--- config.mk ---
export PLATFORM = sky130hd
export DESIGN_NAME = game_round_ctrl
export DESIGN_NICKNAME = d
export VERILOG_FILES = /design/src/rtl/game_pkg.sv /design/src/rtl/game_round_ctrl_bcd_add_sat.sv /design/src/rtl/game_round_ctrl.sv
export SDC_FILE = /design/constraint.sdc
export NUM_CORES = 1
export LEC_CHECK = 0
export ABC_AREA = 1
export BUFFER_PORTS_ARGS = -buffer_cell sky130_fd_sc_hd__buf_2
export CORE_UTILIZATION = 40
export DETAILED_ROUTE_END_ITERATION = 12
export SYNTH_ARGS = -nofsm -noshare
export SYNTH_HDL_FRONTEND = slang
export SYNTH_HIERARCHICAL = 1
export SYNTH_SLANG_ARGS = --single-unit
--- constraint.sdc ---
create_clock -name clk -period 5.56 [get_ports clk]
set_input_delay 0.834 -clock clk [delete_from_list [all_inputs] [get_ports clk]]
set_output_delay 0.834 -clock clk [all_outputs]
set_load 0.02 [all_outputs]
--- src/rtl/game_pkg.sv ---
// Shared types and constants for the game-flow sequencer that feeds vga_controller.
package game_pkg;

    typedef enum logic [2:0] {IDLE, READY, PLAY, DONE, BOARD} game_state_t;

    localparam logic [15:0] PATTERN [4] = '{16'hF99F, 16'h6FF6, 16'h8421, 16'hF00F};
    localparam logic [15:0] BCD_MAX = 16'h9999;

    // Two-digit BCD form of a small binary constant (0..99).
    function automatic logic [7:0] to_bcd2(input int unsigned value);
        return {4'(value / 10), 4'(value % 10)};
    endfunction

endpackage

--- src/rtl/game_round_ctrl_bcd_add_sat.sv ---
// Four-digit BCD accumulator adder with a two-digit BCD addend; clamps at 9999 instead of wrapping.
module bcd_add_sat
    import game_pkg::*;
(
    input  logic [15:0] a,
    input  logic [7:0]  b,
    output logic [15:0] sum
);

    logic [4:0]  digit;
    logic        carry;
    logic [15:0] raw;

    // Ripple digit by digit; a carry out of the thousands digit means overflow.
    always_comb begin
        digit = '0;
        carry = 1'b0;
        raw   = '0;
        for (int i = 0; i < 4; i++) begin
            digit = {1'b0, a[4*i +: 4]} + {4'b0000, carry};
            if (i < 2) begin
                digit = digit + {1'b0, b[4*i +: 4]};
            end
            if (digit > 5'd9) begin
                digit = digit - 5'd10;
                carry = 1'b1;
            end else begin
                carry = 1'b0;
            end
            raw[4*i +: 4] = digit[3:0];
        end
        sum = carry ? BCD_MAX : raw;
    end

endmodule

--- src/rtl/game_round_ctrl.sv ---
// Game-flow sequencer: screen flags, rune matching, BCD scores, round timer and snitch window.
module game_round_ctrl
    import game_pkg::*;
#(
    parameter int TICK_DIV      = 25_000_000,
    parameter int READY_SECS    = 3,
    parameter int ROUND_SECS    = 60,
    parameter int RESULT_SECS   = 5,
    parameter int SNITCH_PERIOD = 15,
    parameter int SNITCH_SECS   = 4,
    parameter int PTS_NORMAL    = 10,
    parameter int PTS_SNITCH    = 30
) (
    input  logic        clk,
    input  logic        reset,
    input  logic        start,
    input  logic        two_player_mode,
    input  logic [15:0] ir_in_p1,
    input  logic [15:0] ir_in_p2,
    output logic        logo,
    output logic        get_ready,
    output logic        times_up,
    output logic        leaderboard,
    output logic        snitch_powerup,
    output logic [15:0] target_trace,
    output logic [15:0] p1_score_bcd,
    output logic [15:0] p2_score_bcd,
    output logic [6:0]  secs_left
);

    localparam int TICK_W  = $clog2(TICK_DIV + 1);
    localparam int PHASE_W = $clog2(SNITCH_PERIOD + 1);
    localparam logic [7:0] PTS_NORMAL_BCD = to_bcd2(PTS_NORMAL);
    localparam logic [7:0] PTS_SNITCH_BCD = to_bcd2(PTS_SNITCH);

    game_state_t        state;
    logic [TICK_W-1:0]  tick_cnt;
    logic [PHASE_W-1:0] snitch_phase;
    logic [PHASE_W-1:0] phase_next;
    logic [1:0]         pat_idx;
    logic [1:0]         pat_next;
    logic               sec_tick;
    logic               m1, m2, m1_q, m2_q;
    logic               score1, score2;
    logic [7:0]         pts_bcd;
    logic [15:0]        p1_sum, p2_sum;

    assign sec_tick   = (tick_cnt == TICK_W'(TICK_DIV - 1));
    assign m1         = (ir_in_p1 == target_trace);
    assign m2         = (ir_in_p2 == target_trace);
    assign score1     = m1 & ~m1_q & (state == PLAY);
    assign score2     = m2 & ~m2_q & two_player_mode & (state == PLAY);
    assign pts_bcd    = snitch_powerup ? PTS_SNITCH_BCD : PTS_NORMAL_BCD;
    assign pat_next   = pat_idx + 2'd1;
    // Snitch phase is elapsed play seconds modulo SNITCH_PERIOD, kept as a wrapping counter.
    assign phase_next = (snitch_phase == PHASE_W'(SNITCH_PERIOD - 1)) ? '0 : snitch_phase + 1'b1;

    bcd_add_sat u_p1_add (.a(p1_score_bcd), .b(pts_bcd), .sum(p1_sum));
    bcd_add_sat u_p2_add (.a(p2_score_bcd), .b(pts_bcd), .sum(p2_sum));

    always_ff @(posedge clk) begin
        if (reset) begin
            state          <= IDLE;
            logo           <= 1'b1;
            get_ready      <= 1'b0;
            times_up       <= 1'b0;
            leaderboard    <= 1'b0;
            snitch_powerup <= 1'b0;
            tick_cnt       <= '0;
            snitch_phase   <= '0;
            secs_left      <= '0;
            pat_idx        <= '0;
            target_trace   <= PATTERN[0];
            p1_score_bcd   <= '0;
            p2_score_bcd   <= '0;
            m1_q           <= 1'b0;
            m2_q           <= 1'b0;
        end else begin
            tick_cnt <= sec_tick ? '0 : tick_cnt + 1'b1;
            m1_q     <= m1;
            m2_q     <= m2;
            if (score1) p1_score_bcd <= p1_sum;
            if (score2) p2_score_bcd <= p2_sum;
            // A completed rune moves on and blocks a stale bitmap from scoring the next one.
            if (score1 || score2) begin
                pat_idx      <= pat_next;
                target_trace <= PATTERN[pat_next];
                m1_q         <= 1'b1;
                m2_q         <= 1'b1;
            end
            case (state)
                IDLE, BOARD: begin
                    if (start) begin
                        state        <= READY;
                        logo         <= 1'b0;
                        leaderboard  <= 1'b0;
                        get_ready    <= 1'b1;
                        tick_cnt     <= '0;
                        secs_left    <= 7'(READY_SECS);
                        p1_score_bcd <= '0;
                        p2_score_bcd <= '0;
                        pat_idx      <= '0;
                        target_trace <= PATTERN[0];
                    end
                end
                READY: begin
                    if (sec_tick) begin
                        if (secs_left == 7'd1) begin
                            state        <= PLAY;
                            get_ready    <= 1'b0;
                            secs_left    <= 7'(ROUND_SECS);
                            snitch_phase <= '0;
                        end else begin
                            secs_left <= secs_left - 7'd1;
                        end
                    end
                end
                PLAY: begin
                    if (sec_tick) begin
                        if (secs_left == 7'd1) begin
                            state          <= DONE;
                            times_up       <= 1'b1;
                            snitch_powerup <= 1'b0;
                            secs_left      <= 7'(RESULT_SECS);
                        end else begin
                            secs_left      <= secs_left - 7'd1;
                            snitch_phase   <= phase_next;
                            snitch_powerup <= (phase_next >= PHASE_W'(SNITCH_PERIOD - SNITCH_SECS));
                        end
                    end
                end
                DONE: begin
                    if (sec_tick) begin
                        if (secs_left == 7'd1) begin
                            state       <= BOARD;
                            times_up    <= 1'b0;
                            leaderboard <= 1'b1;
                            secs_left   <= '0;
                        end else begin
                            secs_left <= secs_left - 7'd1;
                        end
                    end
                end
                default: begin
                    state          <= IDLE;
                    logo           <= 1'b1;
                    get_ready      <= 1'b0;
                    times_up       <= 1'b0;
                    leaderboard    <= 1'b0;
                    snitch_powerup <= 1'b0;
                    secs_left      <= '0;
                end
            endcase
        end
    end

endmodule

# Yosys cells after proc, flatten, opt, wreduce, memory -nomap -nowiden
# Cells that the tools add are included.
op_classes:
  reduce_logical: 17
  magnitude_cmp: 10
  n_eq_ne: 17
  bitwise: 13
  addsub: 22
  muxes: 74
ops:
  columns: ["operator", "n"]
  rows:
  - ["16-bit two-way mux", 13]
  - ["25-bit two-way mux", 3]
  - ["4-bit two-way mux", 13]
  - ["7-bit two-way mux", 7]
  - ["5-bit by 4-bit > comparator with 1-bit output (second input constant)", 8]
  - ["16-bit binary-select mux with 2-bit select", 1]
  - ["16-bit == test", 2]
  - ["4-bit subtractor (second input constant)", 8]
  - ["4-bit by 1-bit adder with 5-bit output", 6]
  - ["7-bit case mux with 4 select lines", 1]
  - ["25-bit by 1-bit adder with 25-bit output (second input constant)", 1]
  - ["25-bit == test (second input constant)", 1]
  - ["3-bit two-way mux", 7]
  - ["1-bit two-way mux", 18]
  - ["2-bit inequality test (second input constant)", 7]
  - ["3-bit case mux with 4 select lines", 1]
  - ["4-bit AND reduction", 3]
  - ["4-bit by 4-bit adder with 5-bit output", 2]
  - ["5-bit by 2-bit adder with 5-bit output", 2]
  - ["5-bit AND reduction", 2]
  - ["1-bit case mux with 3 select lines", 3]
  - ["4-bit case mux with 2 select lines", 1]
  - ["7-bit by 1-bit == test with 1-bit output (second input constant)", 1]
  - ["1-bit NOT", 7]
  - ["23 further kinds", 35]
totals:
  regBits: 96
  input_bits: 36

# Longest topological paths before layout
depth:
  word_depth: 18
  depth_mapped: 32

# Hierarchy
# The synthesis kept the hierarchy.
by_module_without_submodules:
  columns: ["mod", "cells_each", "instances", "area_each_um2"]
  rows:
  - ["game_round_ctrl", 779, 1, 4973.5]
  - ["bcd_add_sat", 121, 2, 785.8]

# Worst setup path after synthesis
# Ideal clock, no wire load.
synth_timing:
  path_type: "register to register"
  startpoint: "reg p2_score_bcd[1]"
  endpoint: "reg p2_score_bcd[0]"
  path_slack_ns: 0.661
  setup_ns: 0.128
  t_arrival_ns: 4.771
  stages_incl_launch_ff: 30
  required_ns: 5.432
  path_buffers: 0
  cell_sequence: "dfxtp_1 -> inv_1 -> fa_1 -> nand3_2 -> nand3_2 -> nand2_1 -> inv_1 -> fa_1 -> inv_1 -> fa_1 -> inv_1 -> nand2_4 -> nand3_4 -> nand2_1 -> ha_1 -> ha_1 -> xnor2_2 -> nand2_2 -> a21boi_1 -> inv_1 -> ha_1 -> ha_1 -> xor2_1 -> nor2_1 -> nand2_1 -> nand2_2 -> inv_2 -> or2_1 -> o21ai_0 -> a21oi_1"
synth_via:
  elab_chain_len: 17
  word_cells_on_any_way: 18
synth_rtl:
  columns: ["element", "line", "rtl"]
  rows:
  - ["start, declared", "game_round_ctrl.sv:27", "output logic [15:0] p2_score_bcd,"]
  - ["start signal, assigned", "game_round_ctrl.sv:83", "if (score2) p2_score_bcd <= p2_sum;"]
  - ["4-bit by 4-bit adder with 5-bit output (*)", "game_round_ctrl_bcd_add_sat.sv:22", "digit = digit + {1'b0, b[4*i +: 4]};"]
  - ["5-bit by 4-bit > comparator with 1-bit output (*)", "game_round_ctrl_bcd_add_sat.sv:24", "if (digit > 5'd9) begin"]
  - ["1-bit two-way mux", "game_round_ctrl_bcd_add_sat.sv:24", null]
  - ["4-bit by 1-bit adder with 5-bit output", "game_round_ctrl_bcd_add_sat.sv:20", "digit = {1'b0, a[4*i +: 4]} + {4'b0000, carry};"]
  - ["5-bit by 2-bit adder with 5-bit output", "game_round_ctrl_bcd_add_sat.sv:22", null]
  - ["5-bit by 4-bit > comparator with 1-bit output", "game_round_ctrl_bcd_add_sat.sv:24", null]
  - ["1-bit two-way mux", "game_round_ctrl_bcd_add_sat.sv:24", null]
  - ["4-bit by 1-bit adder with 5-bit output", "game_round_ctrl_bcd_add_sat.sv:20", null]
  - ["[2 not listed]", null, null]
  - ["4-bit by 1-bit adder with 5-bit output", "game_round_ctrl_bcd_add_sat.sv:20", null]
  - ["5-bit by 4-bit > comparator with 1-bit output", "game_round_ctrl_bcd_add_sat.sv:24", null]
  - ["1-bit two-way mux", "game_round_ctrl_bcd_add_sat.sv:24", null]
  - ["16-bit two-way mux (*)", "game_round_ctrl_bcd_add_sat.sv:32", "sum = carry ? BCD_MAX : raw;"]
  - ["via p2_sum[0]", "game_round_ctrl.sv:46", "logic [15:0] p1_sum, p2_sum;"]
  - ["16-bit two-way mux (*)", "game_round_ctrl.sv:83", null]
  - ["16-bit two-way mux", "game_round_ctrl.sv:93", "if (start) begin"]
  - ["16-bit two-way mux (*)", "game_round_ctrl.sv:91", "case (state)"]
# The timed path passes the listed nets; every way through them passes the cells marked *.
# A chain may end at the register's enable or synchronous reset.

# Worst setup path in the final report
layout_timing:
  startpoint: "reg p2_score_bcd[1]"
  endpoint: "reg p2_score_bcd[8]"
layout_via:
  elab_chain_len: 17
  word_cells_on_any_way: 19
layout_rtl:
  columns: ["element", "line"]
  rows:
  - ["4-bit by 4-bit adder with 5-bit output (*)", "game_round_ctrl_bcd_add_sat.sv:22"]
  - ["5-bit by 4-bit > comparator with 1-bit output (*)", "game_round_ctrl_bcd_add_sat.sv:24"]
  - ["1-bit two-way mux (*)", "game_round_ctrl_bcd_add_sat.sv:24"]
  - ["4-bit by 1-bit adder with 5-bit output (*)", "game_round_ctrl_bcd_add_sat.sv:20"]
  - ["5-bit by 2-bit adder with 5-bit output (*)", "game_round_ctrl_bcd_add_sat.sv:22"]
  - ["5-bit by 4-bit > comparator with 1-bit output (*)", "game_round_ctrl_bcd_add_sat.sv:24"]
  - ["1-bit two-way mux (*)", "game_round_ctrl_bcd_add_sat.sv:24"]
  - ["4-bit by 1-bit adder with 5-bit output (*)", "game_round_ctrl_bcd_add_sat.sv:20"]
  - ["[2 not listed]", null]
  - ["4-bit by 1-bit adder with 5-bit output", "game_round_ctrl_bcd_add_sat.sv:20"]
  - ["5-bit by 4-bit > comparator with 1-bit output", "game_round_ctrl_bcd_add_sat.sv:24"]
  - ["1-bit two-way mux", "game_round_ctrl_bcd_add_sat.sv:24"]
  - ["16-bit two-way mux (*)", "game_round_ctrl_bcd_add_sat.sv:32"]
  - ["via p2_sum[8]", "game_round_ctrl.sv:46"]
  - ["16-bit two-way mux (*)", "game_round_ctrl.sv:83"]
  - ["16-bit two-way mux", "game_round_ctrl.sv:93"]
  - ["16-bit two-way mux (*)", "game_round_ctrl.sv:91"]
# Marked as above.

==> flow_metrics.py <==
metrics = {
    "run_status": {
        "status": "finished clean",
    },
    "setup_path": {
        "arrival_ns": 5.39,
        "rr_startpoint": "p2_score_bcd[1]$_SDFF_PP0_",
        "slowest_stage": "fa_1",
        "worst_setup_path_start_kind": "flop",
        "cp.required_ns": 5.78,
        "cp-endpoint": "p2_score_bcd[8]$_SDFF_PP0_",
        "worst_r2r_endpoint": "p2_score_bcd[8]$_SDFF_PP0_",
        "crit_path_end_kind": "flop",
        "reg2reg_setup_slack_ns": 0.40,
        "reg2reg_depth": 29,
        "path_class": "reg2reg",
        "cp_max_fo": 11,
        "startpoint": "p2_score_bcd[1]$_SDFF_PP0_",
        "critPathMaxStageDelay_ns": 0.55,
    },
    "global_route": {
        "grt_util_met1": 0.2523,
        "grt-busiest-layer": "met2",
        "grt_max_degree": 50,
        "met3_usage": 0.03977,
        "global_route.usage.met2": 0.3042,
        "grt_remaining_overflow": 0,
        "grtUsageTotal": 0.1872,
        "grt_pass1_vias": 5423,
        "antenna_found_initial": 0,
        "grt_pass1_wl_um": 25210,
    },
    "place": {
        "place.gp.congestion": 0.8224,
        "pre_cts_slack_ns": 0.2536,
        "numPortBuffers": 95,
        "dp.cells": 1329,
        "hpwl_um": 11440,
    },
    "power_and_ir_drop": {
        "power_frac_clock": 0.341,
        "p_comb_frac": 0.262,
        "sw_frac_of_total": 0.3377,
        "intPower_mw": 1.257,
        "p_seq_frac": 0.397,
        "peakVddDrop_v": 0.0002346,
        "power_switching_mw": 0.6411,
        "p_leak_nw": 4.018,
        "power_density_mw_per_mm2": 249.5,
    },
    "sta": {
        "final_max_slew_viol_count": 0,
        "clock_skew_ns": 0.01048,
        "post-route-min-period_ns": 5.164,
        "hold_viol_final": 0,
        "max_freq_mhz": 193.7,
        "tightest_slew_ns": 0.5835,
        "tns_ns": 0,
        "finalCritPeriodShare": 0.9287,
        "layout_setup_ws_ns": 0.3964,
        "rsz0062_at_grt": "false",
        "finalSetupViolCount": 0,
        "max_slew_margin": 0.6101,
        "holdWs_ns": 0.4507,
    },
    "clocking": {
        "clk_path_buf_depth": 2,
        "cts-htree-levels": 3,
        "numCtsBuffers": 9,
        "tritoncts": "done",
        "insertion_delay_ns": 0.35,
        "path_clk_slew_ns": 0.07,
        "cts-root-buf": "clkbuf_16",
        "clock_sinks": 96,
        "postCtsHoldBufs": 0,
    },
    "finish": {
        "fillCellCount": 1681,
        "finish.utilization": 0.4773,
        "syn_to_final_growth_pct": 16.27,
        "multi_input_area_mm2": 0.003940,
        "register_area_mm2": 0.001922,
        "diodes": 0,
        "final_nets": 1203,
        "stdcell_count": 1346,
        "post_route_cells_drive_above_1_share": 0.1531,
    },
    "logic_synthesis": {
        "synth_cell_types": 39,
        "yosysSeqAreaShare": 0.2936,
        "syn_inst": 1021,
        "syn_area_mm2": 0.006545,
        "synth_edf_count": 0,
        "avgSynthCellArea_um2": 6.410,
        "yosys_warnings": 6,
        "synth_top_area_share": 0.2936,
        "synthTopCellsByArea": "dfxtp_1 (29%), nand2_1 (13%), inv_1 (9.5%)",
        "async_flop_share": 0,
        "synth_area_leader_cell": "dfxtp_1",
        "synth_flop_cell": "dfxtp_1",
        "ys_seq_elements": 96,
    },
    "routing": {
        "firstDrtPassIters": 4,
        "vias_per_cell": 4.646,
        "ant_nets": 0,
        "drt-wirelength-per-cell_um": 11.29,
        "dr_total_vias": 6253,
        "wirelength_um": 15200,
        "drc": 0,
        "drtIter0Drc": 235,
    },
    "die": {
        "die_area_mm2": 0.01688,
        "io_pins": 96,
        "die_height_um": 129.9,
        "die_x_um": 129.9,
        "row_count": 46,
        "initial_core_util": 0.4105,
        "core_mm2": 0.01594,
    },
    "min_path": {
        "worstHoldPathType": "reg2reg",
        "holdPathStages": 1,
    },
    "flow_run": {
        "max_cap_viol_count": 0,
    },
}
## placed cells by master, fill, tap and decap left out, drive strengths merged
cell type  instances
conb              16
nand2            241
nor2             156
clkbuf            12
fa                 6
nor3b              2
nor3              14
o211ai             1
dfxtp             96
o21a               4
and2               1
inv              178
a211oi             3
ha                36
a221oi             1
xor2              17
xnor2              7
or2                9
o21ai             50
bufinv             1
a31oi              3
buf               99
a21oi             68
and3               1
nand4             11
clkinvlp           1
a21boi             2
clkinv             1
nand3             93
## final cells by class
cell class                      count  share of cell area
Multi-Input combinational cell    742              0.5178
Inverter                          177             0.08731
Timing Repair Buffer               99             0.06643
Sequential cell                    96              0.2525
Clock buffer                       12             0.03371
Tap cell                          216             0.03551
Clock inverter                      4            0.006741
## cell families (layout without fill, tap and decap cells)
| logic type | Yosys count | after routing | synth area share |
|---|---|---|---|
| simple gates | 528 | 528 | 0.3558 |
| buf+inv | 197 | 292 | 0.1174 |
| compound gates | 132 | 132 | 0.1059 |
| flops | 96 | 96 | 0.2936 |
| fa+ha+maj | 42 | 42 | 0.08717 |
| xor+xnor | 24 | 24 | 0.03900 |
| other cells | 2 | 16 | 0.001147 |
## worst max-delay path: cells and delay by family (launching register included)
family | cells | cell delay, ns
AO/OA/AOI/OAI | 3 | 0.40
XOR/XNOR | 2 | 0.39
adder cells (fa/ha/maj) | 7 | 2.19
buffers and inverters | 6 | 0.47
flip-flops | 1 | 0.37
AND/OR/NAND/NOR | 11 | 1.19
## state kept, by name, summed over array words and instances (netlist names), 2 cells and up
signal	cells
p1_score_bcd	16
snitch_phase	4
target_trace	16
secs_left	7
p2_score_bcd	16
pat_idx	2
state	3
tick_cnt	25
## synth_stat cells, types with 2 or more instances
cell type  count
nand2_1      232
nand2_4        2
nand2_2        7
a31oi_1        3
inv_1        166
inv_2         11
xnor2_2        6
nor3b_2        2
dfxtp_1       96
buf_6          2
buf_4          2
nor2_1       145
ha_1          36
nor3_1        13
a21boi_1       2
buf_2          5
nor2_2        10
nand3_4        2
o21a_1         4
nand3_2        9
xor2_1        17
nand4_1       11
a21oi_1       68
or2_1          8
clkbuf_1      11
conb_1         2
o21ai_0       48
nand3_1       82
o21ai_1        2
fa_1           6
a211oi_1       3
## worst min-delay path by stage
stage,start,endpoint,slack (ns)
after floorplan,tick_cnt[0]$_SDFF_PP0_,tick_cnt[0]$_SDFF_PP0_,0.42
after global placement,tick_cnt[0]$_SDFF_PP0_,tick_cnt[0]$_SDFF_PP0_,0.43
after detailed placement,tick_cnt[0]$_SDFF_PP0_,tick_cnt[0]$_SDFF_PP0_,0.45
after CTS,tick_cnt[0]$_SDFF_PP0_,tick_cnt[0]$_SDFF_PP0_,0.46
after global routing,p2_score_bcd[4]$_SDFF_PP0_,p2_score_bcd[4]$_SDFF_PP0_,0.49
final,tick_cnt[0]$_SDFF_PP0_,tick_cnt[0]$_SDFF_PP0_,0.45
## metal layers
layer,part of all wire,vias up
li1,-,3395
met1,0.51,2761
met2,0.45,87
met3,0.034,10
met4,0.0096,0
met5,0,-
## power by group through the flow
stage | clock network (mW) | logic [mW] | registers [mW]
2_1_floorplan | 0 | 0.348 | 0.792
3_3_place_gp | 0 | 0.496 | 0.769
3_5_place_dp | 0 | 0.495 | 0.769
4_1_cts | 0.673 | 0.500 | 0.754
5_1_grt | 0.693 | 0.571 | 0.762
6_report | 0.647 | 0.497 | 0.754
## through the flow
stage | power [mW] | cell area, um2
after global placement | 1.265 | 7274
after global routing | 2.025 | 7610
after floorplan | 1.140 | 6598
final | 1.898 | 7610
after CTS | 1.927 | 7582
after detailed placement | 1.265 | 7274
## what timing repair did
action / 4_1_cts / 5_1_grt
endpoints found under the setup margin: 0 / 18
resized for setup: 0 / 7
setup buffers: 0 / 1
hold endpoints to repair: 0 / 0
Note: power is estimated with default switching activity, not from simulation.
